[config.mk]
export PLATFORM = sky130hd
export DESIGN_NAME = mul_share_sched
export DESIGN_NICKNAME = d
export VERILOG_FILES = /design/src/rtl/mul_share_sched_pkg.sv /design/src/rtl/mul_pipe_core.sv /design/src/rtl/mul_share_sched.sv
export SDC_FILE = /design/constraint.sdc
export NUM_CORES = 1
export LEC_CHECK = 0
export CORE_MARGIN = 4
export CORE_UTILIZATION = 55
export DETAILED_ROUTE_END_ITERATION = 6
export PLACE_DENSITY_LB_ADDON = 0.05
export REMOVE_ABC_BUFFERS = 1
export SLEW_MARGIN = 20
export SYNTH_ARGS = -nofsm -noshare
export SYNTH_HDL_FRONTEND = slang
export SYNTH_HIERARCHICAL = 1
export SYNTH_SLANG_ARGS = --single-unit
[constraint.sdc]
create_clock -name clk -period 4.3 [get_ports clk]
set_clock_uncertainty 0.1 [all_clocks]
set_input_delay 0.86 -clock clk [delete_from_list [all_inputs] [get_ports clk]]
set_output_delay 0.86 -clock clk [all_outputs]
set_load 0.05 [all_outputs]
[src/rtl/mul_share_sched_pkg.sv]
// Shared types and default sizing for the shared-multiplier scheduler.
// The tagged-operation and tagged-result types are sized from these defaults.
package mul_share_sched_pkg;

    localparam int WIDTH_DEF = 4;
    localparam int N_REQ_DEF = 4;
    localparam int DEPTH_DEF = 4;
    localparam int ID_W      = (N_REQ_DEF > 1) ? $clog2(N_REQ_DEF) : 1;

    typedef struct packed {
        logic [ID_W-1:0]      id;
        logic [WIDTH_DEF-1:0] a;
        logic [WIDTH_DEF-1:0] b;
    } op_t;

    typedef struct packed {
        logic [ID_W-1:0]        id;
        logic [2*WIDTH_DEF-1:0] product;
    } res_t;

endpackage

[src/rtl/mul_pipe_core.sv]
// Three-stage tagged unsigned multiplier: operand register, two half-width
// partial products, final add. Valid/ID ride alongside; no backpressure.
module mul_pipe_core
    import mul_share_sched_pkg::*;
(
    input  logic clk,
    input  logic rst_n,
    input  logic in_vld,
    input  op_t  in_op,
    output logic out_vld,
    output res_t out_res,
    output logic busy
);

    localparam int H  = WIDTH_DEF / 2;
    localparam int PW = 2 * WIDTH_DEF;

    logic            vld_p0, vld_p1, vld_p2;
    op_t             op_p0;
    logic [ID_W-1:0] id_p1, id_p2;
    logic [PW-1:0]   pp_lo_p1, pp_hi_p1, prod_p2;

    always_ff @(posedge clk or negedge rst_n) begin
        if (!rst_n) begin
            vld_p0 <= 1'b0;
            vld_p1 <= 1'b0;
            vld_p2 <= 1'b0;
        end else begin
            vld_p0 <= in_vld;
            vld_p1 <= vld_p0;
            vld_p2 <= vld_p1;
        end
    end

    always_ff @(posedge clk) begin
        // p0: operands and tag captured
        op_p0    <= in_op;
        // p1: low/high partial products, high one pre-shifted into place
        pp_lo_p1 <= PW'(op_p0.a) * PW'(op_p0.b[H-1:0]);
        pp_hi_p1 <= (PW'(op_p0.a) * PW'(op_p0.b[WIDTH_DEF-1:H])) << H;
        id_p1    <= op_p0.id;
        // p2: exact product
        prod_p2  <= pp_lo_p1 + pp_hi_p1;
        id_p2    <= id_p1;
    end

    assign out_vld         = vld_p2;
    assign out_res.id      = id_p2;
    assign out_res.product = prod_p2;
    assign busy            = vld_p0 | vld_p1 | vld_p2;

endmodule

[src/rtl/mul_share_sched.sv]
// Round-robin issue of N_REQ requesters onto one pipelined multiplier, with
// credit flow control guarding an in-order tagged result FIFO.
module mul_share_sched
    import mul_share_sched_pkg::*;
#(
    parameter int WIDTH = WIDTH_DEF,
    parameter int N_REQ = N_REQ_DEF,
    parameter int DEPTH = DEPTH_DEF
) (
    input  logic                   clk,
    input  logic                   rst_n,
    input  logic [N_REQ-1:0]       req_valid,
    input  logic [N_REQ*WIDTH-1:0] req_a,
    input  logic [N_REQ*WIDTH-1:0] req_b,
    output logic [N_REQ-1:0]       req_ready,
    output logic                   rsp_valid,
    input  logic                   rsp_ready,
    output logic [ID_W-1:0]        rsp_id,
    output logic [2*WIDTH-1:0]     rsp_data,
    output logic                   busy
);

    localparam int PTR_W = (DEPTH > 1) ? $clog2(DEPTH) : 1;
    localparam int CNT_W = $clog2(DEPTH + 1);

    logic [CNT_W-1:0] credits, count;
    logic [ID_W-1:0]  rr_ptr, gnt_id, idx;
    logic [ID_W:0]    sum;
    logic [N_REQ-1:0] grant;
    logic             issue, pop, push, can_issue, core_busy;
    op_t              issue_op;
    res_t             core_res, last_res;
    res_t             mem [DEPTH];
    logic [PTR_W-1:0] wr_ptr, rd_ptr;

    function automatic logic [PTR_W-1:0] ptr_inc(input logic [PTR_W-1:0] p);
        return (p == PTR_W'(DEPTH - 1)) ? '0 : p + PTR_W'(1);
    endfunction

    assign rsp_valid = (count != '0);
    assign pop       = rsp_valid && rsp_ready;
    // A same-cycle pop frees a slot, so it can fund an issue with zero credits.
    assign can_issue = rst_n && ((credits != '0) || pop);

    always_comb begin
        grant    = '0;
        gnt_id   = '0;
        issue    = 1'b0;
        sum      = '0;
        idx      = '0;
        issue_op = '0;
        for (int k = 0; k < N_REQ; k++) begin
            sum = {1'b0, rr_ptr} + (ID_W+1)'(k);
            if (sum >= (ID_W+1)'(N_REQ))
                sum = sum - (ID_W+1)'(N_REQ);
            idx = sum[ID_W-1:0];
            if (can_issue && !issue && req_valid[idx]) begin
                grant[idx] = 1'b1;
                gnt_id     = idx;
                issue      = 1'b1;
            end
        end
        issue_op.id = gnt_id;
        for (int k = 0; k < N_REQ; k++) begin
            if (grant[k]) begin
                issue_op.a = req_a[k*WIDTH +: WIDTH];
                issue_op.b = req_b[k*WIDTH +: WIDTH];
            end
        end
    end

    assign req_ready = grant;

    always_ff @(posedge clk or negedge rst_n) begin
        if (!rst_n) begin
            rr_ptr  <= '0;
            credits <= CNT_W'(DEPTH);
        end else begin
            if (issue)
                rr_ptr <= (gnt_id == ID_W'(N_REQ - 1)) ? '0 : gnt_id + ID_W'(1);
            case ({issue, pop})
                2'b10:   credits <= credits - CNT_W'(1);
                2'b01:   credits <= credits + CNT_W'(1);
                default: credits <= credits;
            endcase
        end
    end

    mul_pipe_core u_core (
        .clk     (clk),
        .rst_n   (rst_n),
        .in_vld  (issue),
        .in_op   (issue_op),
        .out_vld (push),
        .out_res (core_res),
        .busy    (core_busy)
    );

    always_ff @(posedge clk or negedge rst_n) begin
        if (!rst_n) begin
            wr_ptr   <= '0;
            rd_ptr   <= '0;
            count    <= '0;
            last_res <= '0;
        end else begin
            if (push)
                wr_ptr <= ptr_inc(wr_ptr);
            if (pop) begin
                rd_ptr   <= ptr_inc(rd_ptr);
                last_res <= mem[rd_ptr];
            end
            case ({push, pop})
                2'b10:   count <= count + CNT_W'(1);
                2'b01:   count <= count - CNT_W'(1);
                default: count <= count;
            endcase
        end
    end

    // Storage is data only; occupancy is tracked by count.
    always_ff @(posedge clk) begin
        if (push)
            mem[wr_ptr] <= core_res;
    end

    assign rsp_id   = rsp_valid ? mem[rd_ptr].id      : last_res.id;
    assign rsp_data = rsp_valid ? mem[rd_ptr].product : last_res.product;
    assign busy     = core_busy || rsp_valid;

endmodule

Yosys cells after proc, flatten, opt, wreduce, memory -nomap -nowiden --
Memory sizes are Yosys's and may differ from the RTL's. Index checks and enable logic that the tools add are counted.
Word-level totals: input bits 39, output and inout bits 16, word-level logic and storage cells 127, register bits 59, memories 1, bits in writable memories 40
Operators by class: bitwise logic cells 5, equal/unequal tests 7, $mul 2, multiplexer cells 45, magnitude comparators 12, add/sub/neg operators 15, reductions and logical operators 22
Memories:
- mem | depth 4, width 10, read ports 1, clocked after memory_dff 0, wr ports 1, line mul_share_sched.sv:33 | res_t mem [DEPTH];
Operators with widths (count):
- 8-bit 2-to-1 mux | 5
- 2-bit 2-to-1 mux | 12
- 4-bit 2-to-1 mux | 4
- 1-bit 2-to-1 mux | 14
- 1-bit logical AND | 13
- 2-bit by 3-bit < comparator with 1-bit output (second input constant) | 4
- 4-bit by 2-bit multiplier with 6-bit output | 2
- 4-bit OR | 3
- 3-bit one-hot mux with 2 select lines | 2
- 2-bit equality test (second input constant) | 5
- 3-bit greater-or-equal comparator (second input constant) | 3
- 6-bit by 8-bit adder with 8-bit output | 1
- 1-bit binary-select mux with 2-bit select | 4
- 1-bit demux with 2-bit select | 4
- 2-bit by 1-bit greater-or-equal comparator with 1-bit output (second input constant) | 4
- 2-bit by 1-bit subtractor with 2-bit output (second input constant) | 4
- 2-bit by 1-bit adder with 2-bit output (second input constant) | 3
- 2-bit by 2-bit adder with 3-bit output (second input constant) | 2
- 3-bit by 1-bit adder with 3-bit output (second input constant) | 2
- 3-bit nonzero test | 2
- 3-bit by 1-bit subtractor with 3-bit output (second input constant) | 2
- 2-bit by 1-bit equality test with 1-bit output (second input constant) | 2
- 2-bit nonzero test | 2
- 2-bit by 1-bit adder with 3-bit output (second input constant) | 1
- other kinds (4) | 8

Longest topological paths before layout --
word-level depth 22, depth in mapped cells 11

By module --
Netlist, hierarchy kept.
By module, submodules not included:
- mul_share_sched | instances 1, cells each 255, sequential area each 1752.9 µm², area each 3463.3 µm²
- mul_pipe_core | instances 1, cells each 102, sequential area each 755.7 µm², area each 1251.2 µm²

Worst setup path after synthesis --
No wires, ideal clock.
path type register -> output, start register rr_ptr[0], end output req_ready[2], arrival 2687 ps, path slack 653 ps, data required time 3340 ps, stages on the path, launching flop included 8, path through dfrtp_1 -> buf_6 -> inv_1 -> ha_1 -> mux4_2 -> nor4b_1 -> and2_4 -> a221o_1
On the way: longest elaborated chain between the ends 18, elaborated cells on any way between the ends 63, classes of those cells add/sub: 7; order compare: 12; mux: 27; bitwise: 3; reduce/logical: 14
RTL lines:
- start, declared | line mul_share_sched.sv:27 | logic [ID_W-1:0] rr_ptr, gnt_id, idx;
- start signal, assigned | line mul_share_sched.sv:80 | rr_ptr <= (gnt_id == ID_W'(N_REQ - 1)) ? '0 : gnt_id + ID_W'(1);
- branches (longest 17 deep; another with 2-bit by 1-bit adder with 3-bit output)
- 4-bit 2-to-1 mux * | line mul_share_sched.sv:57 | if (can_issue && !issue && req_valid[idx]) begin
- end, declared | line mul_share_sched.sv:15 | output logic [N_REQ-1:0] req_ready,
Every way passes the cells marked *. The select of a mux whose other input is x is not followed.

Final worst setup path --
start input req_valid[3], end output req_ready[0]
On the way: longest elaborated chain between the ends 16, elaborated cells on any way between the ends 28, classes of those cells mux: 15; bitwise: 3; reduce/logical: 10
RTL lines:
- start, declared | line mul_share_sched.sv:12 | input logic [N_REQ-1:0] req_valid,
- 1-bit binary-select mux with 2-bit select | line mul_share_sched.sv:57
- 1-bit 2-to-1 mux (implied by the code) | line mul_share_sched.sv:57
- 1-bit logical AND | line mul_share_sched.sv:57
- 1-bit 2-to-1 mux | line mul_share_sched.sv:57
- 1-bit logical NOT | line mul_share_sched.sv:57
- 1-bit logical AND (2 in series) | line mul_share_sched.sv:57
- 1-bit 2-to-1 mux | line mul_share_sched.sv:57
- 1-bit logical NOT | line mul_share_sched.sv:57
- 1-bit logical AND (2 in series) | line mul_share_sched.sv:57
- 1-bit 2-to-1 mux | line mul_share_sched.sv:57
- 1-bit logical NOT | line mul_share_sched.sv:57
- 1-bit logical AND (2 in series) | line mul_share_sched.sv:57
- 4-bit 2-to-1 mux * | line mul_share_sched.sv:57
Mark *: on every way between the ends. The rest lies on a longest branch, timed or not. The select of a mux whose other input is x is not followed.

==> metrics.txt <==
WL/cell about 15 microns; number of synthesized register bits ~100; number of flops mapped to enable cells by yosys 40; Via Count between 2000 and 3000; status complete, no violations; CTS H-tree depth 3; initial antenna violation count 0; synth warn 6; DR iter-0 viols 94; Critical Setup Path Class primary input to output pin; max_slew headroom a little under half; Longest Clk Path Bufs 2; WP data required between 3 and 4 ns; root buf cell clkbuf_8; Fmax between 200 and 250 MHz; clock power share between 10 and 15%; crit path time final 4.10 ns; vias per cell 5.40; Pwr per Cell Area slightly above 700 mW/mm^2; Pre-antenna DRT Iters 4; Total Wirelength approximately 8000 microns; post-layout util 67.9%; maximum vdd drop approximately 0.46 mV; DRC 0; CTS tree built; leakage power 2.33 nW; port buffer count 54; Least-Margin Pin Slew between 0.7 and 0.8 ns; max_cap viols 0; first-pass GRT wire length between 10000 and 15000 microns; RSZ-0062 raised after global routing false; Area after DPL 0.00543 sq mm; Overall Power roughly 0.0040 W; most frequent cells in the layout clkdlybuf4s50_1 (50), inv_1 (42), edfxtp_1 (40); worst-path fanout max 13; # IOs 55; switching power total around 0.0016 W; vias in the first global route between 2000 and 3000; Yosys cell types 53; Routed Antenna Nets 0; final hold violations 0; Core Area just over 0.008 sq mm; initial core utilization between 50% and 60%; sw frac 39.3%; # nets final between 400 and 500; area growth from synthesis to layout 19.0%; largest net degree at the start of global routing 23; fraction of layout cells with a size suffix above 1 19.2%; Final TNS setup 0 ns; Hold Slack ~0.22 ns; class of the worst hold path flip-flop to flip-flop; Die H about 100 microns; n_diodes 0; post-synthesis cell count roughly 360; Overflow after GRT 0; Startpoint Class primary input; Async SR Flop Fraction 25.3%; GPL Wtd Cong about 0.8; nature of the critical path endpoint output pin; clock sinks 99; Internal Power between 0.002 and 0.0025 W; Post-CTS Hold Fix Bufs 0; combinational fraction of design power between 40% and 50%; final instance area 0.00561 sq mm; std cell rows 33; Worst-Skew Late Latency 0.35 ns; Die W between 100 and 150 microns; Seq pwr share ~39%; Overall Global Routing Usage 17.0%; hpwl dp a little under 6000 microns; Worst-path clk slew 0.09 ns; leading cell type in the layout, fill and taps excluded clkdlybuf4s50_1; cell area after synthesis 0.00471 sq mm; max-slew violation count 0; total die area between 0.01 and 0.015 sq mm; synthesized area per cell ~13 sq um; predominant post-synthesis flop cell edfxtp_1; CTS Buf Count 9; # setup viols final 0; crit path DAT 3.14 ns; final worst path period share between 90 and 100%; register area share after synthesis between 50% and 60%
per-stage QoR:
stage	setup slack, ns	cells
CTS	0.0606	532
floorplan	0.0156	349
detailed placement	0.236	516
finish	0.196	533
global placement	0.278	516
global route	0.0587	533
state kept, by name, summed over array words and instances (netlist names), 3 cells and up:
register         count
last_res            10
u_core/prod_p2       8
u_core/pp_hi_p1      6
mem                 40
credits              3
u_core/op_p0        10
u_core/pp_lo_p1      6
count                3
final timing paths:
path,slack (ns),startpoint,cells past startpoint,endpoint
worst max register to register,0.91,rr_ptr[1]$_DFFE_PN0P_,8,u_core/op_p0[5]$_DFF_P_
min in group asynchronous,0.67,rst_n,1,rr_ptr[0]$_DFFE_PN0P_
worst max-delay path,0.20,req_valid[3],6,req_ready[0]
worst min register to register,0.22,u_core/id_p1[0]$_DFF_P_,0,u_core/id_p2[0]$_DFF_P_
worst min-delay path,0.22,u_core/id_p1[0]$_DFF_P_,0,u_core/id_p2[0]$_DFF_P_
max in group asynchronous,2.86,rst_n,2,last_res[7]$_DFFE_PN0P_
cell type report:
type,count,area [sq um]
fillers,605,2650
flip-flops and latches,99,2510
multi-input cells,207,2000
repair buffers,63,636
inverters,43,161
well taps,105,131
clock buffers,10,128
clock inverters,6,40.0
power groups by stage:
| stage | Clock, W | Sequential, W | Combinational (W) |
|---|---|---|---|
| after floorplan | 0 | 0.00153 | 0.00145 |
| after global placement | 0 | 0.00158 | 0.00193 |
| after detailed placement | 0 | 0.00160 | 0.00196 |
| after CTS | 0.000526 | 0.00157 | 0.00197 |
| after global routing | 0.000567 | 0.00162 | 0.00214 |
| final | 0.000512 | 0.00157 | 0.00196 |
cells in the mapped netlist, drive strengths merged (3+ instances only):
library cell / instances / share of area (%)
nand3: 4 / 0.53
a21oi: 12 / 1.4
nor2: 15 / 1.4
mux2i: 9 / 1.9
mux2: 23 / 5.5
o21ai: 7 / 0.74
xor2: 9 / 1.7
xnor2: 5 / 0.93
a31oi: 8 / 1.1
buf: 4 / 0.66
a21o: 3 / 0.48
o211ai: 3 / 0.58
nand2b: 3 / 0.40
edfxtp: 40 / 25
nand4bb: 3 / 0.72
nand2: 14 / 1.1
dfrtp: 24 / 13
ha: 24 / 6.4
a221oi: 9 / 3.1
dfxtp: 34 / 14
inv: 43 / 3.4
and2: 19 / 2.6
clkbuf: 4 / 0.32
fa: 5 / 2.1
mux4: 14 / 6.7
per-layer routing:
layer	share of wire (%)	up-vias	global-route usage [%]
li1	-	1421	-
met5	0	-	0
met2	47	87	27.3
met4	1.1	0	5.08
met1	45	1359	22.2
met3	6.1	10	5.12
timing repair:
item | CTS | global route
gates resized for setup | 0 | 2
endpoints found under the hold margin | 0 | 0
setup endpoints to repair | 0 | 2
buffers inserted | 0 | 1
worst max-delay path: stages:
cell             delay [ns]
clkdlybuf4s50_1        0.52
mux4_2                 0.65
and2_0                 0.22
o21ai_1                0.45
nand3_1                0.23
buf_12                 0.21
logic make-up after synthesis:
family / count (synthesis) / share of synthesized area, %
DFF: 99 / 53.2
and+or+nand+nor: 66 / 7.86
AOI/OAI and AO/OA: 52 / 9.34
adders and majority gates: 29 / 8.49
xor gates and xnor gates: 14 / 2.60
muxes: 46 / 14.1
buffers and inverters: 51 / 4.41
No activity file was read; power rests on OpenSTA's default activity.
